**src/rtl/sd_block_server.sv**
```systemverilog
// sd_block_server
// ---------------------------------------------------------------------------
// Simulation-side responder for the MiSTer sector handshake. It serves
// 512-byte sectors for two drives (0 = floppy, 1 = HDD) out of a flat
// byte-wide image store, and turns host mount pulses into the
// img_mounted / img_size / img_readonly status seen by the emu core.
//
// Ports
//   clk_sys, reset             system clock, asynchronous active-high reset
//   sd_lba0/1, sd_rd, sd_wr    per-drive sector number and level requests
//   sd_buff_din0/1             requester buffer data (valid 1 cycle after addr)
//   sd_ack                     per-drive transfer-in-progress
//   sd_buff_addr/dout/wr       byte index, read data and read strobe
//   mount_req/size/ro          host mount pulse, image size, read-only flag
//   img_mounted/size/readonly  mount status towards the emu
//   img_addr/rd/rdata          image store read port (1-cycle latency)
//   img_we/wdata               image store write port
//
// Store address layout: {drive, lba[LBA_W-1:0], byte[8:0]}.
// ---------------------------------------------------------------------------
module sd_block_server #(
    parameter int LBA_W = 12,
    parameter int GAP   = 4
) (
    input  logic               clk_sys,
    input  logic               reset,
    input  logic [31:0]        sd_lba0,
    input  logic [31:0]        sd_lba1,
    input  logic [1:0]         sd_rd,
    input  logic [1:0]         sd_wr,
    input  logic [7:0]         sd_buff_din0,
    input  logic [7:0]         sd_buff_din1,
    output logic [1:0]         sd_ack,
    output logic [8:0]         sd_buff_addr,
    output logic [7:0]         sd_buff_dout,
    output logic               sd_buff_wr,
    input  logic [1:0]         mount_req,
    input  logic [63:0]        mount_size,
    input  logic               mount_ro,
    output logic [1:0]         img_mounted,
    output logic [63:0]        img_size,
    output logic               img_readonly,
    output logic [LBA_W+9:0]   img_addr,
    output logic               img_rd,
    input  logic [7:0]         img_rdata,
    output logic               img_we,
    output logic [7:0]         img_wdata
);

    typedef enum logic [1:0] {S_IDLE, S_XFER, S_DRAIN, S_GAP} state_t;

    localparam int GAP_W = (GAP > 1) ? $clog2(GAP) : 1;

    state_t             state_q, state_d;
    logic [8:0]         cnt_q, cnt_d;
    logic               drv_q, drv_d;
    logic               wr_op_q, wr_op_d;
    logic [LBA_W-1:0]   lba_q, lba_d;
    logic               oob_q, oob_d;
    logic [GAP_W-1:0]   gap_q, gap_d;
    logic [1:0]         ack_q, ack_d;
    logic [8:0]         buff_addr_q, buff_addr_d;
    logic               buff_wr_q, buff_wr_d;
    logic [LBA_W+9:0]   img_addr_q, img_addr_d;
    logic               img_rd_q, img_rd_d;
    logic               img_we_q, img_we_d;
    logic [1:0]         mounted_q, mounted_d;
    logic [63:0]        size_q, size_d;
    logic               ro_q, ro_d;

    // Per-drive request view and bounds check.
    logic [1:0][31:0]   lba_in;
    logic [1:0]         oob_in;
    logic [63:0]        sectors;

    assign lba_in[0] = sd_lba0;
    assign lba_in[1] = sd_lba1;
    assign sectors   = {9'd0, size_q[63:9]};

    genvar gi;
    generate
        for (gi = 0; gi < 2; gi++) begin : g_bounds
            // Out of range if past the mounted image or too wide for the store.
            assign oob_in[gi] = ({32'd0, lba_in[gi]} >= sectors) ||
                                (lba_in[gi][31:LBA_W] != '0);
        end
    endgenerate

    // Drive 0 has priority; within a drive a read beats a write.
    logic pick;
    logic any_req;
    assign any_req = |(sd_rd | sd_wr);
    assign pick    = ~(sd_rd[0] | sd_wr[0]);

    always_comb begin
        state_d     = state_q;
        cnt_d       = cnt_q;
        drv_d       = drv_q;
        wr_op_d     = wr_op_q;
        lba_d       = lba_q;
        oob_d       = oob_q;
        gap_d       = gap_q;
        ack_d       = ack_q;
        buff_addr_d = '0;
        buff_wr_d   = 1'b0;
        img_addr_d  = '0;
        img_rd_d    = 1'b0;
        img_we_d    = 1'b0;

        case (state_q)
            S_IDLE: begin
                if (any_req) begin
                    state_d    = S_XFER;
                    drv_d      = pick;
                    wr_op_d    = ~sd_rd[pick];
                    lba_d      = lba_in[pick][LBA_W-1:0];
                    oob_d      = oob_in[pick];
                    cnt_d      = '0;
                    ack_d      = pick ? 2'b10 : 2'b01;
                    // First read address goes out together with the ack rise;
                    // for a write, buff_addr 0 is the default above.
                    img_rd_d   = sd_rd[pick];
                    img_addr_d = {pick, lba_in[pick][LBA_W-1:0], 9'd0};
                end
            end

            S_XFER: begin
                if (wr_op_q) begin
                    // Requester data for cnt_q arrives now; store it while
                    // presenting the next buffer address.
                    img_we_d    = ~oob_q & ~ro_q;
                    img_addr_d  = {drv_q, lba_q, cnt_q};
                    buff_addr_d = cnt_q + 9'd1;
                end else begin
                    // Store data for cnt_q arrives next cycle, aligned with
                    // the strobe; prefetch the following byte meanwhile.
                    buff_wr_d   = 1'b1;
                    buff_addr_d = cnt_q;
                    if (cnt_q != 9'd511) begin
                        img_rd_d   = 1'b1;
                        img_addr_d = {drv_q, lba_q, cnt_q + 9'd1};
                    end
                end
                if (cnt_q == 9'd511) begin
                    state_d = S_DRAIN;
                end else begin
                    cnt_d = cnt_q + 9'd1;
                end
            end

            S_DRAIN: begin
                ack_d   = 2'b00;
                gap_d   = '0;
                state_d = S_GAP;
            end

            S_GAP: begin
                if (gap_q == GAP_W'(GAP - 1)) begin
                    state_d = S_IDLE;
                end else begin
                    gap_d = gap_q + 1'b1;
                end
            end

            default: state_d = S_IDLE;
        endcase
    end

    // Mount status: one-cycle pulse per drive; size/ro come from the shared
    // mount_size/mount_ro inputs, so a simultaneous mount uses one value.
    always_comb begin
        mounted_d = mount_req;
        size_d    = size_q;
        ro_d      = ro_q;
        if (|mount_req) begin
            size_d = mount_size;
            ro_d   = mount_ro;
        end
    end

    always_ff @(posedge clk_sys or posedge reset) begin
        if (reset) begin
            state_q     <= S_IDLE;
            cnt_q       <= '0;
            drv_q       <= 1'b0;
            wr_op_q     <= 1'b0;
            lba_q       <= '0;
            oob_q       <= 1'b0;
            gap_q       <= '0;
            ack_q       <= '0;
            buff_addr_q <= '0;
            buff_wr_q   <= 1'b0;
            img_addr_q  <= '0;
            img_rd_q    <= 1'b0;
            img_we_q    <= 1'b0;
            mounted_q   <= '0;
            size_q      <= '0;
            ro_q        <= 1'b0;
        end else begin
            state_q     <= state_d;
            cnt_q       <= cnt_d;
            drv_q       <= drv_d;
            wr_op_q     <= wr_op_d;
            lba_q       <= lba_d;
            oob_q       <= oob_d;
            gap_q       <= gap_d;
            ack_q       <= ack_d;
            buff_addr_q <= buff_addr_d;
            buff_wr_q   <= buff_wr_d;
            img_addr_q  <= img_addr_d;
            img_rd_q    <= img_rd_d;
            img_we_q    <= img_we_d;
            mounted_q   <= mounted_d;
            size_q      <= size_d;
            ro_q        <= ro_d;
        end
    end

    assign sd_ack       = ack_q;
    assign sd_buff_addr = buff_addr_q;
    assign sd_buff_wr   = buff_wr_q;
    assign img_addr     = img_addr_q;
    assign img_rd       = img_rd_q;
    assign img_we       = img_we_q;
    assign img_mounted  = mounted_q;
    assign img_size     = size_q;
    assign img_readonly = ro_q;

    // Both data paths are a registered select over data that is itself
    // registered at its source (store read register / requester buffer),
    // so they add no extra cycle and read as 0 whenever their strobe is low.
    assign sd_buff_dout = (buff_wr_q && !oob_q) ? img_rdata : 8'h00;
    assign img_wdata    = img_we_q ? (drv_q ? sd_buff_din1 : sd_buff_din0) : 8'h00;

endmodule

```
**config.mk**
```make
export PLATFORM = sky130hd
export DESIGN_NAME = sd_block_server
export DESIGN_NICKNAME = d
export VERILOG_FILES = /design/src/rtl/sd_block_server.sv
export SDC_FILE = /design/constraint.sdc
export NUM_CORES = 1
export LEC_CHECK = 0
export CAP_MARGIN = 5
export CORE_AREA = 2 2 137 139
export DETAILED_ROUTE_END_ITERATION = 10
export DIE_AREA = 0 0 139 141
export PLACE_DENSITY = 0.78
export RECOVER_POWER = 50
export SLEW_MARGIN = 20
export SYNTH_ARGS = -nofsm -noshare
export SYNTH_HDL_FRONTEND = slang
export SYNTH_SLANG_ARGS = --single-unit
```
**constraint.sdc**
```tcl
create_clock -name clk_sys -period 5.95 [get_ports clk_sys]
set_clock_uncertainty 0.15 [all_clocks]
set_input_delay 1.19 -clock clk_sys [delete_from_list [all_inputs] [get_ports clk_sys]]
set_output_delay 1.19 -clock clk_sys [all_outputs]
set_load 0.005 [all_outputs]
```
==> impl_results.md, run 1 <==
* Sequential share of power at 0.358
* Mapped Area at slightly above 0.007 mm^2
* CTS tree: done
* Synth Instances at 684
* Setup ws final at 2.21 ns
* PwrDens at 303 mW/mm^2
* WL final at between 20,000 and 25,000 um
* Predominant post-synthesis flop cell: dfrtp_1
* Vias in the first global route at 6,276
* Overall power at approximately 3.3 mW
* Post-CTS setup repair buffer count at 0
* Die Y at roughly 140 um
* Max Freq at 267 MHz
* 1st-iter DRT viols at 400
* Worst setup path class: in -> out
* Hold Fails Final Rpt at 0
* Top post-synthesis cells by area: dfrtp_1 45%, ha_1 12%, mux2_2 10%
* Simple-gate portion of the synthesized area at 0.140
* PostCTS Resize Cnt at 0
* Clock share of power at 0.356
* Compound-Gate Fraction of Synth Area at 0.120
* Clk sinks at approximately 130
* Worst Hold End: lba_q[4]$_DFFE_PP0P_
* Total number of vias at around 6,100
* Endpoint type of the worst setup path: primary output
* Initial antenna violation count at 1
* Max cap viols at 0
* Post-Synth Adder-Cell Area at 0.122
* CTS Buf Count at 17
* Die Area at slightly below 0.02 mm^2
* Post-Synth XOR/XNOR Area at 0.00966
* P&R area growth vs syn at 50.4%
* Clk root buf: clkbuf_16
* Worst-skew pair later-pin latency at 0.42 ns
* Sw Share at 0.299
* Core area at around 0.018 mm^2
* Distinct cells, synth at between 40 and 50
* Clock Pin Slew Worst Setup and Hold Paths at 0.06 ns
* Crit path DAT at roughly 2.4 ns
* Longest Clk Path Bufs at 2
* Worst Hold Class: reg -> reg
* Slew Viols, Final at 0
* Routed wire length per instance at 16.8 um
* Syn nets at between 900 and 1,000
* Total I/O pin count at 280
* Mux contribution to synthesized area at 0.118
* RR Startpoint: cnt_q[0]$_DFFE_PP0P_
* Grt ovf at 0
* Hold Crit Depth at 1
* CP required at roughly 4.6 ns
* Largest family of logic cells by synthesized area: simple AND/OR/NAND/NOR gates
* Hold_buf cts at 0
* P_int at about 2.3 mW
* PortBufs at roughly 280
* Comb pwr share at 0.286
* Top-count cell post-synth: dfrtp_1
* Worst slew pin tran at between 1 and 1.5 ns
* GRT Resource Usage Total at 0.209
* Pin count of the biggest net entering global routing at a little over 100
* Vias per cell at 5.06
* # diodes at 0
* Tcrit/Tclk final at 0.629
* Avg Inst Size Synth at about 11 um^2
* H-tree depth at 4
* FFs w/ async S/R, synth at 1.00
* Reg-to-reg slack, setup at 2.73 ns
* Nets@finish at around 1,200
* Post-synth EDFFs at 0
* DRC at 0
* Reg2reg end: cnt_q[2]$_DFFE_PP0P_
* Crit-path max FO at 1
* Final setup viols at 0
* FILL cells at 1,527
* DP Wirelength at roughly 16,000 um
* Worst Reg-to-Reg Cells at 9
* Layout cells sized above 1 at 0.115
* DRT antenna net count at 0
* Critical path origin: sd_buff_din0[7]
* Yosys warns at 0
* Die W at 139 um
* Outcome: completed
* Final min period at between 3 and 4 ns
* Top cell type's share of synthesized area at 0.452
* #FFs+latches synth at approximately 130
* Starting Density at 0.397
* Synth area leader: dfrtp_1
* Sequential share of the synthesized area at 0.452
* Hold_sp: lba_q[4]$_DFFE_PP0P_
* Dpl ws at roughly 2.1 ns
* DR pass1 iterations at 5
* Post-synth top cells: 131 x dfrtp_1, 71 x ha_1, 66 x mux2_2
* Final Wtd Congestion at approximately 0.87
* Setup crit start kind: input port
* First-pass GRT wire length at around 33,000 um
* Std-Cell Rows at 50
* Rel. slew slack at 0.292
* Setup TNS at 0 ns
* Max VDD drop at slightly above 0.2 mV
* Pleak at 4.93 nW
* Total net switching power at ~1 mW
* RSZ-0062 raised after global routing: false
-- final cells by class --
cell class                 instances  area (um^2)  share of cell area
timing repair buffer             282         2810               0.258
clock buffer                      18          439              0.0402
sequential                       131         3280               0.300
multi-input combinational        483         3700               0.339
tap                              234          293              0.0268
clock inverter                    14          223              0.0204
inverter                          43          166              0.0153
-- power by group through the flow --
| stage | clock (mW) | sequential (mW) | combinational, mW |
|---|---|---|---|
| 2_1_floorplan | 0 | 1.16 | 0.573 |
| 3_3_place_gp | 0 | 1.19 | 0.960 |
| 3_5_place_dp | 0 | 1.20 | 0.977 |
| 4_1_cts | 1.20 | 1.19 | 0.984 |
| 5_1_grt | 1.24 | 1.20 | 1.06 |
| 6_report | 1.18 | 1.18 | 0.945 |
-- registers in the layout, summed over array words and instances (netlist names), 2 cells and up --
signal        flops
cnt_q             9
gap_q             2
img_addr         22
img_mounted       2
img_size         64
lba_q            12
sd_ack            2
sd_buff_addr      9
state_q           2
-- through the flow --
stage / area, um^2 / instances / util / hold WS (ns)
global route: 10900 / 1205 / 0.597 / 0.340
global placement: 10300 / 1173 / 0.562 / 0.309
CTS: 10900 / 1205 / 0.598 / 0.329
finish: 10900 / 1205 / 0.597 / 0.327
detailed placement: 10300 / 1173 / 0.562 / 0.315
floorplan: 7260 / 684 / - / 0.283
-- how the worst max path moves through the flow --
| stage | depth (start not counted) | endpoint |
|---|---|---|
| after detailed placement | 7 | oob_q$_DFFE_PP0P_ |
| after global routing | 6 | cnt_q[8]$_DFFE_PP0P_ |
| after floorplan | 1 | cnt_q[0]$_DFFE_PP0P_ |
| after global placement | 4 | img_wdata[7] |
| after CTS | 4 | img_wdata[7] |
| final | 4 | img_wdata[7] |
-- layer usage --
metal / track usage / vias to the layer above / share of wire
li1: - / 3003 / -
met1: 0.253 / 2859 / 0.42
met2: 0.357 / 216 / 0.50
met3: 0.0673 / 17 / 0.070
met4: 0.0665 / 2 / 0.013
met5: 0 / - / 0.00064
-- logic make-up (layout without fill, tap and decap cells) --
group	count (synthesis)	after routing
AO/OA/AOI/OAI	142	142
XOR/XNOR	8	8
adder cells (fa/ha/maj)	71	71
buffers and inverters	70	357
flip-flops	131	131
multiplexers	77	77
AND/OR/NAND/NOR	185	185
-- critical path, cell delays in order --
cell and delay [ns]:
clkdlybuf4s50_1 0.46, mux2i_1 0.06, nor2b_1 0.17, clkdlybuf4s50_1 0.52
-- placed cells by master, fill, tap and decap left out, types with 3 or more instances in the layout --
cell / instances
mux2i_1: 11
nor3_1: 3
nand4_1: 5
and2_1: 12
dfrtp_1: 131
o21ai_1: 10
clkbuf_16: 17
nand2_1: 57
ha_1: 71
nor2b_1: 23
o31ai_1: 9
nor2_1: 24
a21o_1: 24
a211oi_1: 5
nor4_1: 15
inv_6: 5
xnor2_1: 7
bufinv_16: 5
and2_0: 4
mux2_2: 66
and4_1: 7
inv_1: 42
clkdlybuf4s50_1: 207
nor4_2: 3
a221oi_1: 3
dlygate4sd3_1: 72
and3_1: 6
o21ai_0: 36
nand3_1: 15
a21oi_1: 41
(Power assumes the default switching activity.)
==> run 2: changes to the inputs <==
clock period = 3.5 ns   (was 5.95 ns; I/O delays follow)
==> impl_results.md, run 2 (same netlist as run 1, synthesis figures left out) <==
* Total number of vias at 6,169
* P&R area growth vs syn at 49.5%
* Final Wtd Congestion at 0.907
* CP required at 3.65 ns
* Clk root buf: clkbuf_16
* Critical path origin: mount_req[1]
* Nets@finish at 1,198
* Max Freq at between 300 and 400 MHz
* Setup crit start kind: input port
* Pin count of the biggest net entering global routing at between 60 and 70
* Max reg flops at 64
* Die Area at between 0.015 and 0.02 mm^2
* Worst Reg-to-Reg Cells at 10
* Final min period at between 3 and 4 ns
* H-tree depth at 4
* FILL cells at 1,523
* Die W at around 140 um
* Most frequent cells in the layout: 251 x clkdlybuf4s50_1, 131 x dfrtp_1, 71 x ha_1, 66 x mux2_2, 57 x nand2_1
* Grt ovf at 0
* Initial antenna violation count at 1
* PortBufs at 279
* # diodes at 0
* Longest Clk Path Bufs at 2
* Std-Cell Rows at 50
* RR Startpoint: cnt_q[0]$_DFFE_PP0P_
* CTS tree: done
* Non-filler instance count after layout at roughly 1,200
* Crit-path max FO at 57
* Total I/O pin count at 280
* Routed wire length per instance at roughly 16 um
* CTS Buf Count at 17
* Clock Pin Slew Worst Setup and Hold Paths at ~0.05 ns
* Rel. slew slack at 0.206
* Worst slew pin tran at roughly 1.2 ns
* Max cap viols at 0
* Hold_ws at approximately 0.33 ns
* WL final at 19,800 um
* Worst-skew pair later-pin latency at between 0.4 and 0.5 ns
* Max VDD drop at just over 0.3 mV
* Setup crit end: img_size[21]$_DFFE_PP0P_
* Slew Viols, Final at 0
* Seq. cell area at 0.00328 mm^2
* Tcrit/Tclk final at 0.885
* Outcome: completed
* PwrDens at 490 mW/mm^2
* PostCTS Resize Cnt at 0
* Setup TNS at 0 ns
* Placed standard-cell area at 0.0104 mm^2
* Worst Hold Class: reg -> reg
* Setup ws final at 0.404 ns
* Core area at 0.0183 mm^2
* Layout cells sized above 1 at 0.118
* GRT Resource Usage Total at 0.206
* Clk sinks at around 130
* Dpl ws at between 0.4 and 0.5 ns
* Commonest non-fill, non-tap cell in the layout: clkdlybuf4s50_1
* DP Wirelength at around 16,000 um
* DRT antenna net count at 0
* RSZ-0062 raised after global routing: false
* Reg2reg end: cnt_q[6]$_DFFE_PP0P_
* Design Area, Final at 0.0108 mm^2
* Vias in the first global route at about 6,400
* Dpl cells at 1,181
* Post-CTS setup repair buffer count at 0
* Die Y at between 100 and 150 um
* Hold_buf cts at 0
* Area of the multi-input gates at approximately 0.0037 mm^2
* Worst setup path class: in -> reg
* Endpoint type of the worst setup path: register
* Pleak at a little under 5 nW
* Starting Density at 0.397
* Vias per cell at between 5 and 6
* DR pass1 iterations at 4
* Reg-to-reg slack, setup at 0.59 ns
* DRC at 0
* First-pass GRT wire length at about 32,000 um
* Hold Fails Final Rpt at 0
* Crit path DAT at around 3.2 ns
* Final setup viols at 0
* 1st-iter DRT viols at 337
-- run 2: worst min path at each step --
stage                               from               endpoint  slack, ns  depth (start not counted)
finish              lba_q[3]$_DFFE_PP0P_   lba_q[3]$_DFFE_PP0P_       0.33                          1
global route        lba_q[5]$_DFFE_PP0P_   lba_q[5]$_DFFE_PP0P_       0.34                          1
CTS                 lba_q[3]$_DFFE_PP0P_   lba_q[3]$_DFFE_PP0P_       0.33                          1
detailed placement  lba_q[0]$_DFFE_PP0P_  img_addr[9]$_DFF_PP0_       0.32                          1
global placement    lba_q[6]$_DFFE_PP0P_   lba_q[6]$_DFFE_PP0P_       0.31                          1
floorplan              oob_q$_DFFE_PP0P_       img_we$_DFF_PP0_       0.28                          1
-- run 2: layer usage --
| layer | up-vias | part of all wire | track usage |
|---|---|---|---|
| met5 | - | 0.00055 | 0 |
| met4 | 2 | 0.020 | 0.0680 |
| met3 | 30 | 0.070 | 0.0656 |
| met2 | 224 | 0.49 | 0.346 |
| met1 | 2914 | 0.42 | 0.252 |
| li1 | 2999 | - | - |
-- run 2: area by class of cell --
class / count / share of cell area
flip-flops and latches: 131 / 0.302
inverters: 43 / 0.0150
multi-input cells: 483 / 0.341
well taps: 234 / 0.0270
clock inverters: 10 / 0.00796
repair buffers: 290 / 0.265
clock buffers: 21 / 0.0415
-- run 2: power by group --
group | total, mW | switching, mW | leakage (nW) | internal (mW)
clock | 1.64 | 0.652 | 0.258 | 0.984
combinational | 1.67 | 0.767 | 2.99 | 0.904
sequential | 2.01 | 0.220 | 1.62 | 1.79
-- run 2: critical path, stage by stage --
cell and delay (ns):
dlygate4sd3_1 0.55, nor2_1 0.71, clkbuf_4 0.82, mux2_2 0.41
-- run 2: metrics by stage --
step	total power, mW	util
5_1_grt	5.68	0.594
3_5_place_dp	3.75	0.567
3_3_place_gp	3.71	0.567
2_1_floorplan	2.94	-
4_1_cts	5.42	0.596
6_report	5.32	0.594
==> run 3: changes to the inputs <==
--- a/config.mk
+++ b/config.mk
@@ -7,8 +7,8 @@
 export LEC_CHECK = 0
 export CAP_MARGIN = 5
-export CORE_AREA = 2 2 137 139
+export CORE_AREA = 2 2 174 176
 export DETAILED_ROUTE_END_ITERATION = 10
-export DIE_AREA = 0 0 139 141
-export PLACE_DENSITY = 0.78
+export DIE_AREA = 0 0 176 178
+export PLACE_DENSITY = 0.54
 export RECOVER_POWER = 50
 export SLEW_MARGIN = 20
@@ -16,2 +16,3 @@
 export SYNTH_HDL_FRONTEND = slang
 export SYNTH_SLANG_ARGS = --single-unit
+export TNS_END_PERCENT = 50
--- a/constraint.sdc
+++ b/constraint.sdc
@@ -3,3 +3,3 @@
 set_input_delay 0.7 -clock clk_sys [delete_from_list [all_inputs] [get_ports clk_sys]]
 set_output_delay 0.7 -clock clk_sys [all_outputs]
-set_load 0.005 [all_outputs]
+set_load 0.1 [all_outputs]
==> impl_results.md, run 3 (same netlist as run 1, synthesis figures left out) <==
* Outcome: complete, but fails checks
* Violated checks: max-capacitance violations, max-slew violations
* H-tree depth at 4
* Endpoint type of the worst setup path: register
* Total I/O pin count at 280
* Grt ovf at 0
* Routed wire length per instance at 17.1 um
* Worst slew pin tran at approximately 1.7 ns
* Initial antenna violation count at 0
* DRC at 0
* Setup TNS at 0 ns
* Max Freq at 336 MHz
* Layout cells sized above 1 at 0.220
* Die W at ~180 um
* 1st-iter DRT viols at 260
* PwrDens at roughly 630 mW/mm^2
* Longest Clk Path Bufs at 2
* Worst Hold End: lba_q[3]$_DFFE_PP0P_
* Setup crit start kind: input port
* DP Wirelength at between 15,000 and 20,000 um
* Nets@finish at between 1,000 and 1,500
* Final Wtd Congestion at around 0.8
* Max cap viols at 1
* Dpl cells at between 1,000 and 1,500
* Most frequent cells in the layout: 156 x clkdlybuf4s50_1, 131 x dfrtp_1, 102 x buf_4, 71 x ha_1, 66 x mux2_2
* Worst-skew pair later-pin latency at roughly 0.4 ns
* Rel. slew slack at -0.150
* Final min period at about 3.0 ns
* RR Startpoint: cnt_q[0]$_DFFE_PP0P_
* Die Y at ~180 um
* FILL cells at roughly 3,000
* Setup ws final at 0.525 ns
* PortBufs at 279
* DR pass1 iterations at 4
* Pin count of the biggest net entering global routing at 66
* Post-CTS setup repair buffer count at 0
* Hold_sp: lba_q[3]$_DFFE_PP0P_
* Slew Viols, Final at 66
* P&R area growth vs syn at 48.5%
* # diodes at 0
* Tcrit/Tclk final at 0.850
* Clk root buf: clkbuf_16
* Core area at 0.0294 mm^2
* Dpl ws at roughly 0.27 ns
* Vias per cell at around 4.5
* WL final at 23,600 um
* Hold Crit Depth at 1
* Worst Hold Class: reg -> reg
* Starting Density at 0.247
* First-pass GRT wire length at roughly 36,000 um
* Crit-path max FO at 65
* Vias in the first global route at 6,466
* Hold Fails Final Rpt at 0
* Crit path DAT at between 3 and 4 ns
* PostCTS Resize Cnt at 0
* Max reg flops at 64
* Clk sinks at around 130
* Worst setup path class: in -> reg
* Non-filler instance count after layout at between 1,000 and 1,500
* GRT Resource Usage Total at 0.150
* Total number of vias at around 6,200
* Max VDD drop at between 0.2 and 0.25 mV
* Area of the multi-input gates at ~0.0037 mm^2
* CTS Buf Count at 17
* Commonest non-fill, non-tap cell in the layout: clkdlybuf4s50_1
* Hold_buf cts at 0
* CTS tree: done
* Reg-to-reg slack, setup at 0.70 ns
* Final setup viols at 0
* Pleak at between 4 and 5 nW
* Std-Cell Rows at 63
* Worst Reg-to-Reg Cells at 8
* Seq. cell area at between 0.003 and 0.004 mm^2
* Reg2reg end: cnt_q[7]$_DFFE_PP0P_
* DRT antenna net count at 0
* Die Area at approximately 0.031 mm^2
* Clock Pin Slew Worst Setup and Hold Paths at about 0.06 ns
* CP required at approximately 3.7 ns
* RSZ-0062 raised after global routing: false
## run 3: cell types whose count changed in the layout (fill, tap and decap cells not counted), sizes merged
cell,change
inv,+1
clkdlybuf4s50,-95
dlygate4sd3,-24
clkbuf,+29
buf,+95
bufinv,+3
clkinv,-2
## run 3: routing by layer
layer | track usage | share of wire | wire, um
met5 | 0 | 0 | 0
met1 | 0.182 | 0.42 | 9950
met4 | 0.0434 | 0.014 | 333
met2 | 0.252 | 0.48 | 11300
met3 | 0.0503 | 0.085 | 2000
## run 3: cell type report
class,count,area share
clock buffer,19,0.0420
clock inverter,12,0.0166
inverter,43,0.0151
multi-input combinational,483,0.344
sequential,131,0.304
tap,390,0.0453
timing repair buffer,297,0.232
## run 3: worst max path at each step
stage	from	to
floorplan	img_we$_DFF_PP0_	img_wdata[0]
finish	mount_req[1]	img_size[37]$_DFFE_PP0P_
global route	mount_req[1]	img_size[57]$_DFFE_PP0P_
detailed placement	sd_lba1[24]	oob_q$_DFFE_PP0P_
global placement	sd_lba1[24]	oob_q$_DFFE_PP0P_
CTS	cnt_q[0]$_DFFE_PP0P_	cnt_q[7]$_DFFE_PP0P_
## run 3: power by group
group	internal, mW	switching (mW)	total (mW)
sequential	1.79	0.199	1.99
clock	1.23	0.723	1.95
combinational	0.822	1.98	2.80
total	3.84	2.90	6.74
## run 3: stage by stage
| step | hold slack, ns | power, mW | utilization | cell area [um^2] |
|---|---|---|---|---|
| after floorplan | 0.283 | 4.07 | - | 7260 |
| after global placement | 0.308 | 4.89 | 0.351 | 10300 |
| after detailed placement | 0.314 | 4.91 | 0.351 | 10300 |
| after CTS | 0.327 | 6.91 | 0.372 | 10900 |
| after global routing | 0.340 | 7.12 | 0.366 | 10800 |
| final | 0.325 | 6.74 | 0.366 | 10800 |
## run 3: critical path: stages
cell           delay, ns
dlygate4sd3_1       0.58
nor2_4              0.11
clkbuf_2            1.24
mux2_2              0.44
